===== src/rtl/synthesijer_fconv_f2d_buf.sv =====
// ---------------------------------------------------------------------------
// synthesijer_fconv_f2d_buf
//
// Flow-control and result buffer around a single-to-double conversion core.
// The core has no back-pressure and a fixed but unknown latency. This block
// issues a launch only when a result slot is already reserved, so a result
// can always be captured. Results are held in a small FIFO and presented
// with a ready/valid handshake. Each entry carries IEEE-754 class flags.
//
// Ports
//   clk          system clock, rising edge
//   reset        synchronous, active-high
//   req_a        single-precision operand from the datapath
//   req_nd       request strobe (taken when req_nd && req_ready)
//   req_ready    a request can be accepted this cycle
//   conv_a       registered operand to the converter
//   conv_nd      registered one-cycle launch strobe to the converter
//   conv_result  double-precision result from the converter
//   conv_valid   result strobe from the converter
//   dout         head-of-FIFO result (first-word fall-through)
//   dout_valid   FIFO not empty
//   dout_ready   consumer takes the head when dout_valid && dout_ready
//   dout_nan/inf/zero  class flags of the head entry
//   busy         conversions in flight or results buffered
//   err          sticky; set by a conv_valid with nothing in flight
// ---------------------------------------------------------------------------
module synthesijer_fconv_f2d_buf #(
    parameter int DEPTH = 4,
    parameter int CW    = 3
) (
    input  logic        clk,
    input  logic        reset,
    input  logic [31:0] req_a,
    input  logic        req_nd,
    output logic        req_ready,
    output logic [31:0] conv_a,
    output logic        conv_nd,
    input  logic [63:0] conv_result,
    input  logic        conv_valid,
    output logic [63:0] dout,
    output logic        dout_valid,
    input  logic        dout_ready,
    output logic        dout_nan,
    output logic        dout_inf,
    output logic        dout_zero,
    output logic        busy,
    output logic        err
);

    localparam int AW = $clog2(DEPTH);

    typedef struct packed {
        logic        nan;
        logic        inf;
        logic        zero;
        logic [63:0] data;
    } entry_t;

    entry_t          mem [DEPTH];
    logic [AW-1:0]   wptr;
    logic [AW-1:0]   rptr;
    logic [CW-1:0]   inflight;
    logic [CW-1:0]   count;

    logic [CW:0]     credit_used;
    logic            accept;
    logic            capture;
    logic            pop;
    logic            spurious;
    logic [10:0]     cap_exp;
    logic [51:0]     cap_man;
    entry_t          cap_entry;
    entry_t          head;

    // NOTE: every signal written in always_comb gets a default first, so no
    // path through the block can leave it unassigned and infer a latch.
    always_comb begin
        credit_used = '0;
        cap_entry   = '0;
        head        = '0;

        // One extra bit so the sum of two CW-bit counters cannot wrap.
        credit_used = {1'b0, inflight} + {1'b0, count};
        req_ready   = credit_used < (CW+1)'(DEPTH);
        accept      = req_nd && req_ready;

        capture     = conv_valid && (inflight != '0);
        spurious    = conv_valid && (inflight == '0);

        dout_valid  = (count != '0);
        pop         = dout_valid && dout_ready;
        busy        = (inflight != '0) || (count != '0);

        // Class flags ignore the sign; denormals set no flag.
        cap_exp        = conv_result[62:52];
        cap_man        = conv_result[51:0];
        cap_entry.data = conv_result;
        cap_entry.nan  = (cap_exp == 11'h7FF) && (cap_man != '0);
        cap_entry.inf  = (cap_exp == 11'h7FF) && (cap_man == '0);
        cap_entry.zero = (cap_exp == 11'h000) && (cap_man == '0);

        // An empty FIFO presents zeros rather than a stale or unwritten slot.
        if (dout_valid) begin
            head = mem[rptr];
        end
        dout      = head.data;
        dout_nan  = head.nan;
        dout_inf  = head.inf;
        dout_zero = head.zero;
    end

    // NOTE: sequential state uses non-blocking assignments so every register
    // samples the pre-edge values regardless of statement order.
    always_ff @(posedge clk) begin
        if (reset) begin
            conv_a   <= '0;
            conv_nd  <= 1'b0;
            inflight <= '0;
            count    <= '0;
            wptr     <= '0;
            rptr     <= '0;
            err      <= 1'b0;
        end else begin
            conv_nd <= accept;
            if (accept) begin
                conv_a <= req_a;
            end

            // Launch and capture in the same cycle cancel out.
            unique case ({accept, capture})
                2'b10:   inflight <= inflight + CW'(1);
                2'b01:   inflight <= inflight - CW'(1);
                default: inflight <= inflight;
            endcase

            // Capture and pop in the same cycle cancel out.
            unique case ({capture, pop})
                2'b10:   count <= count + CW'(1);
                2'b01:   count <= count - CW'(1);
                default: count <= count;
            endcase

            if (capture) begin
                wptr <= wptr + AW'(1);
            end
            if (pop) begin
                rptr <= rptr + AW'(1);
            end

            // A result with nothing in flight is dropped and latched as an error.
            if (spurious) begin
                err <= 1'b1;
            end
        end
    end

    // NOTE: the storage array is deliberately not reset; validity is tracked
    // by count and the pointers, so clearing the data would only cost logic.
    always_ff @(posedge clk) begin
        if (capture) begin
            mem[wptr] <= cap_entry;
        end
    end

endmodule


===== config.mk =====
export PLATFORM = sky130hd
export DESIGN_NAME = synthesijer_fconv_f2d_buf
export DESIGN_NICKNAME = d
export VERILOG_FILES = /design/src/rtl/synthesijer_fconv_f2d_buf.sv
export SDC_FILE = /design/constraint.sdc
export NUM_CORES = 1
export LEC_CHECK = 0
export CORE_ASPECT_RATIO = 0.75
export CORE_MARGIN = 1
export CORE_UTILIZATION = 30
export DETAILED_ROUTE_END_ITERATION = 12
export PLACE_DENSITY = 0.55
export SYNTH_ARGS = -nofsm -noshare
export SYNTH_HDL_FRONTEND = slang
export SYNTH_SLANG_ARGS = --single-unit

===== constraint.sdc =====
create_clock -name clk -period 3.6 [get_ports clk]
set_input_delay 0.72 -clock clk [delete_from_list [all_inputs] [get_ports clk]]
set_output_delay 0.72 -clock clk [all_outputs]
set_load 0.02 [all_outputs]

==> impl_metrics.env, run 1 <==
export IMPL_dr_total_vias=6436
export IMPL_endpoint_kind="output pin"
export IMPL_synth_edff_count=268
export IMPL_cts_hold_buffers_added=0
export IMPL_mappedNetlistNets=747
export IMPL_cell_type_group_with_the_largest_total_delay_on_the_critical_path="buffers and inverters"
export IMPL_crit_path_cell_trace="buf_12 > mux4_2 > and2_1 > clkdlybuf4s50_1"
export IMPL_worst_r2r_path_depth=9
export IMPL_crit_fanout=26
export IMPL_design_portCount=205
export IMPL_final_max_slew_violation_count=0
export IMPL_gp_congestion=0.678
export IMPL_wl_um=28500
export IMPL_die_h_um=176
export IMPL_finalHoldViolations=0
export IMPL_syn2layout_area_growth_pct=32.0
export IMPL_tns_ps=0
export IMPL_synth_cell_type_count=30
export IMPL_fin_skew_ps=17.0
export IMPL_num_rows=63
export IMPL_outcome="finished, violations left"
export IMPL_synth_xor_area_share_pct=0.504
export IMPL_grt_pass1_vias=6660
export IMPL_finalSetupViolCount=0
export IMPL_post_cts_resize_count=0
export IMPL_hold_path_endpoint="err$_SDFFE_PP0P_"
export IMPL_global_route_overflow_total=0
export IMPL_grtUsageTotal_pct=13.7
export IMPL_postRouteAntennaNets=0
export IMPL_cts_root_buf="clkbuf_16"
export IMPL_worst_slew_pin_transition_ps=725
export IMPL_core_area_um2=39700
export IMPL_grt_start_max_net_pins=71
export IMPL_antenna_found_initial=0
export IMPL_multi_input_combinational_cell_area_um2=2940
export IMPL_drt_pass1_iter_count=8
export IMPL_power_density_over_the_cells_nw_per_um2=750
export IMPL_tritoncts="built"
export IMPL_syn_avg_cell_area_um2=19.1
export IMPL_fin_nets=978
export IMPL_fillCellCount=3648
export IMPL_drive_gt1_share_pct=16.6
export IMPL_required_ps=2880
export IMPL_post_layout_total_power_w=0.0120
export IMPL_numCtsBuffers=34
export IMPL_global_route_wire_length_before_repair_um=42100
export IMPL_min_path_type="flip-flop to flip-flop"
export IMPL_post_cts_repair_setup_buffers=0
export IMPL_drt_drc_violations_left=2
export IMPL_htreeDepth=2
export IMPL_synth_ff_type="edfxtp_1"
export IMPL_post_synthesis_share_of_cell_area_spent_on_full_adders_half_adders_and_majority_gates_pct=1.15
export IMPL_leakage_nw=5.30
export IMPL_clock_sinks=314
export IMPL_cts_buffer_depth=3
export IMPL_initial_core_util_pct=30.6
export IMPL_register_to_register_setup_slack_ps=940
export IMPL_ir_drop_mv=0.322
export IMPL_worst_r2r_startpoint="count[0]$_SDFFE_PP0P_"
export IMPL_drt_wirelength_per_cell_um=20.2
export IMPL_cp_arrival_ps=2680
export IMPL_cap_viol_max_count=0
export IMPL_yosysWarnings=0
export IMPL_port_buffers=204
export IMPL_clock_latency_ps=510
export IMPL_fmax_mhz=294
export IMPL_failing_checks="DRC"
export IMPL_muxShareOfSynthArea_pct=15.1
export IMPL_max_slew_margin_pct=51.7
export IMPL_holdPathStages=2
export IMPL_synth_seq_area_share_pct=73.7
export IMPL_ys_ff_latch=314
export IMPL_worst_path_max_delay_cell="dfxtp_4"
export IMPL_mappedNetlistArea_um2=12200
export IMPL_synthCells=636
export IMPL_synth_simple_gate_area_share_pct=7.05
export IMPL_die_x_um=235
export IMPL_worst_setup_path_type="flip-flop to output pin"
export IMPL_synth_top_family_by_area="multiplexers"
export IMPL_synth_compound_area_share_pct=0.288
export IMPL_unrepaired_setup_endpoints_after_global_routing="false"
export IMPL_timing_critical_path_slowest_cell_delay_ps=550
export IMPL_final_period_minus_worst_setup_slack_ps=3400
export IMPL_dieArea_um2=41400
export IMPL_timing_rr_end="count[2]$_SDFFE_PP0P_"
export IMPL_asyncSetResetFlopFracSynth_pct=0
export IMPL_hp_start="err$_SDFFE_PP0P_"
export IMPL_post_route_period_util_pct=94.4
export IMPL_clk_pin_slew_worst_paths_ps=60
export IMPL_cp_start_kind="flip-flop"
export IMPL_hpwlAfterDp_um=17900
export IMPL_path_buf_inv=2
export IMPL_viasPerCell=4.56
export IMPL_drt_iter0_drc=378
export IMPL_final_seq_area_um2=8980
-- report_power, final --
group | total, W | internal (W) | switching [W]
Clock | 0.00359 | 0.00219 | 0.00140
Combinational | 0.00386 | 0.00188 | 0.00197
Sequential | 0.00460 | 0.00442 | 0.000180
-- metrics by stage --
stage                     setup WS (ps)  util [%]  hold WS (ps)  instance area, um^2  instances
after floorplan                     470         -           470                12200        636
after global placement              553      37.5           454                14900       1351
after detailed placement            511      37.5           469                14900       1351
after CTS                           121      40.4           482                16100       1411
after global routing               56.1      40.4           516                16100       1411
final                               202      40.4           474                16100       1412
-- worst min-delay path: stages, from the launching register on --
cell	delay, ps
dfxtp_1	330
a21oi_1	40
nor2_1	70
-- placed cells by master (no fill, tap or decap), drive strengths merged, types with 2 or more instances in the layout --
cell type,n
or3,3
ha,8
o21ai,2
nor2b,3
and2,73
bufinv,3
inv,9
dfxtp,46
a21oi,5
mux4,67
xnor2,2
clkbuf,48
clkdlybuf4s50,204
edfxtp,268
mux2i,33
nand4,4
nand3,3
nor2,45
fa,2
nor3,4
clkinv,8
xor2,5
buf,24
nor4,16
-- state kept, by name, indices dropped and copies added (netlist names), named ones only --
name / flops
rptr: 2
mem: 268
err: 1
conv_a: 32
wptr: 2
count: 3
inflight: 3
conv_nd: 1
-- final cells by class --
class | instances | area share, %
flip-flops and latches | 314 | 55.9
multi-input cells | 280 | 18.3
repair buffers | 228 | 14.3
clock buffers | 48 | 6.34
well taps | 520 | 4.05
clock inverters | 12 | 0.857
inverters | 9 | 0.210
diodes | 1 | 0.0156
-- cell usage after synthesis, types with 4 or more instances --
library cell / instances / area [um^2]
nor3_1: 4 / 20.0
buf_2: 5 / 25.0
a21oi_1: 5 / 25.0
inv_1: 9 / 33.8
mux2i_1: 33 / 330
buf_4: 7 / 52.6
clkbuf_1: 13 / 48.8
mux4_2: 67 / 1510
ha_1: 8 / 100
edfxtp_1: 268 / 8050
nor4_1: 16 / 100
buf_12: 4 / 80.1
nand4_1: 4 / 25.0
xor2_1: 5 / 43.8
nor2_1: 45 / 169
dfxtp_1: 46 / 921
and2_1: 73 / 457
-- per-layer routing --
metal	part of all wire, %	track usage (%)	vias to the layer above
li1	-	-	2951
met1	47	19.8	3318
met2	47	21.0	128
met3	4.1	2.73	39
met4	1.7	3.44	0
met5	0	0	-
-- worst max-delay path by stage --
stage	endpoint	depth (start not counted)
2_1_floorplan	mem[1][0]$_DFFE_PP_	3
3_3_place_gp	mem[0][64]$_DFFE_PP_	6
3_5_place_dp	mem[3][64]$_DFFE_PP_	6
4_1_cts	dout[15]	4
5_1_grt	dout[15]	4
6_report	dout[23]	4
-- logic make-up after synthesis --
kind of cell,after synthesis
compound gates,7
xor+xnor,7
fa+ha+maj,10
buf+inv,42
flops,314
mux,100
simple gates,156
Power figures use the tool's default switching activity.
==> run 2: changes to the inputs <==
--- a/config.mk
+++ b/config.mk
@@ -10,6 +10,7 @@
 export CORE_UTILIZATION = 30
 export DETAILED_ROUTE_END_ITERATION = 12
 export PLACE_DENSITY = 0.55
+export RECOVER_POWER = 50
 export SYNTH_ARGS = -nofsm -noshare
 export SYNTH_HDL_FRONTEND = slang
 export SYNTH_SLANG_ARGS = --single-unit
==> run 2 against run 1 <==
Net effect: the run ends with DRC, capacitance limit, slew limit left; fmax is essentially flat; setup slack better by 2.4 ps; sequential power is essentially flat; cell count is the same; total power is 0.21% lower; global-route usage did not move; largest power group unchanged.
==> impl_metrics.env, run 2 (same netlist as run 1, synthesis figures left out) <==
export IMPL_clock_sinks=314
export IMPL_post_cts_resize_count=0
export IMPL_required_ps=2880
export IMPL_grt_pass1_vias=6660
export IMPL_failing_checks="DRC, capacitance limit, slew limit"
export IMPL_tritoncts="built"
export IMPL_drive_gt1_share_pct=16.0
export IMPL_cp_arrival_ps=2680
export IMPL_endpoint_kind="output pin"
export IMPL_postRouteAntennaNets=0
export IMPL_wl_um=28400
export IMPL_multi_input_combinational_cell_area_um2=2940
export IMPL_htreeDepth=2
export IMPL_final_critical_path_setup_slack_ps=205
export IMPL_unrepaired_setup_endpoints_after_global_routing="false"
export IMPL_global_route_wire_length_before_repair_um=42100
export IMPL_final_period_minus_worst_setup_slack_ps=3400
export IMPL_worst_slew_pin_transition_ps=2030
export IMPL_cts_buffer_depth=3
export IMPL_grtUsageTotal_pct=13.7
export IMPL_leakage_nw=5.30
export IMPL_final_max_slew_violation_count=46
export IMPL_outcome="finished, violations left"
export IMPL_core_area_um2=39700
export IMPL_finalHoldViolations=0
export IMPL_worst_r2r_path_depth=5
export IMPL_cp_start_kind="flip-flop"
export IMPL_num_rows=63
export IMPL_clk_pin_slew_worst_paths_ps=60
export IMPL_max_slew_margin_pct=-35.1
export IMPL_fin_nets=978
export IMPL_largest_register="mem"
export IMPL_fillCellCount=3649
export IMPL_timing_rr_end="mem[3][18]$_DFFE_PP_"
export IMPL_syn2layout_area_growth_pct=31.8
export IMPL_global_route_met2_utilization_pct=21.0
export IMPL_power_density_over_the_cells_nw_per_um2=750
export IMPL_global_route_overflow_total=0
export IMPL_holdPathStages=2
export IMPL_fin_worst_hold_slack_ps=474
export IMPL_fin_skew_ps=16.8
export IMPL_cell_type_group_with_the_largest_total_delay_on_the_critical_path="buffers and inverters"
export IMPL_post_place_ws_ps=511
export IMPL_post_layout_total_power_w=0.0120
export IMPL_antenna_found_initial=0
export IMPL_viasPerCell=4.57
export IMPL_worst_r2r_startpoint="inflight[0]$_SDFFE_PP0P_"
export IMPL_finalSetupViolCount=0
export IMPL_post_cts_repair_setup_buffers=0
export IMPL_drt_wirelength_per_cell_um=20.1
export IMPL_gp_congestion=0.678
export IMPL_numCtsBuffers=34
export IMPL_min_path_type="flip-flop to flip-flop"
export IMPL_tns_ps=0
export IMPL_cap_viol_max_count=1
export IMPL_hp_start="err$_SDFFE_PP0P_"
export IMPL_max_reg_flops=268
export IMPL_worst_setup_path_type="flip-flop to output pin"
export IMPL_cts_root_buf="clkbuf_16"
export IMPL_register_to_register_setup_slack_ps=720
export IMPL_gr_usage_met1_pct=19.8
export IMPL_clock_latency_ps=510
export IMPL_crit_fanout=26
export IMPL_layout_commonest_cell="edfxtp_1"
export IMPL_top_usage_layer="met2"
export IMPL_die_x_um=235
export IMPL_initial_core_util_pct=30.6
export IMPL_grt_util_met3_pct=2.73
export IMPL_final_cell_mix="edfxtp_1, clkdlybuf4s50_1, and2_1"
export IMPL_dr_total_vias=6452
export IMPL_reg_largest_list="mem: 268 flops, conv_a: 32 flops"
export IMPL_dieArea_um2=41400
export IMPL_cts_hold_buffers_added=0
export IMPL_fmax_mhz=295
export IMPL_path_buf_inv=2
export IMPL_hpwlAfterDp_um=17900
export IMPL_grt_start_max_net_pins=71
export IMPL_drt_iter0_drc=371
export IMPL_drt_drc_violations_left=2
export IMPL_worst_path_max_delay_cell="dfxtp_4"
export IMPL_final_seq_area_um2=8980
export IMPL_die_h_um=176
export IMPL_ir_drop_mv=0.322
export IMPL_drt_pass1_iter_count=8
export IMPL_post_route_period_util_pct=94.3
export IMPL_hold_path_endpoint="err$_SDFFE_PP0P_"
export IMPL_port_buffers=204
export IMPL_crit_path_cell_trace="buf_12 > mux4_2 > and2_1 > clkdlybuf4s50_1"
export IMPL_design_portCount=205
export IMPL_timing_critical_path_slowest_cell_delay_ps=550
[run 2: cell count changes in the layout (fill, tap and decap cells not counted), moves of 2 or more]
cell,change
dlygate4sd3_1,+66
clkdlybuf4s50_1,-66
and2_0,+2
clkbuf_1,+2
and2_4,-3
buf_4,-2
[run 2: routing by layer]
layer | vias to the layer above | share of wire, %
li1 | 2953 | -
met1 | 3326 | 47
met2 | 134 | 47
met3 | 39 | 4.0
met4 | 0 | 1.7
met5 | - | 0
[run 2: worst max-delay path by stage]
stage | depth (start not counted) | slack, ps | end | startpoint
after floorplan | 3 | 470 | mem[1][0]$_DFFE_PP_ | conv_valid
after global placement | 6 | 550 | mem[0][64]$_DFFE_PP_ | conv_result[1]
after detailed placement | 6 | 510 | mem[3][64]$_DFFE_PP_ | conv_result[1]
after CTS | 4 | 120 | dout[15] | flip-flop
after global routing | 4 | 60 | dout[15] | flip-flop
final | 4 | 200 | dout[23] | flip-flop
[run 2: worst register-to-register path: stages, from the launching register on]
cell and delay, ps:
dfxtp_1 400, nor3_1 110, nor2b_1 200, clkbuf_1 320, and2_1 1110, buf_4 410
[run 2: cell type report]
class,instances,share of cell area [%]
clock buffers,48,6.35
multi-input cells,280,18.3
well taps,520,4.06
repair buffers,228,14.2
flip-flops and latches,314,56.0
clock inverters,12,0.859
diodes,1,0.0156
inverters,9,0.211
[run 2: power breakdown]
part | switching (W) | internal [W] | total, W
logic | 0.00197 | 0.00186 | 0.00383
clock network | 0.00140 | 0.00219 | 0.00359
registers | 0.000179 | 0.00442 | 0.00460
[run 2: through the flow]
step | util (%) | instances | area [um^2]
final | 40.4 | 1412 | 16000
after global routing | 40.3 | 1411 | 16000
after CTS | 40.4 | 1411 | 16100
after detailed placement | 37.5 | 1351 | 14900
after global placement | 37.5 | 1351 | 14900
after floorplan | - | 636 | 12200
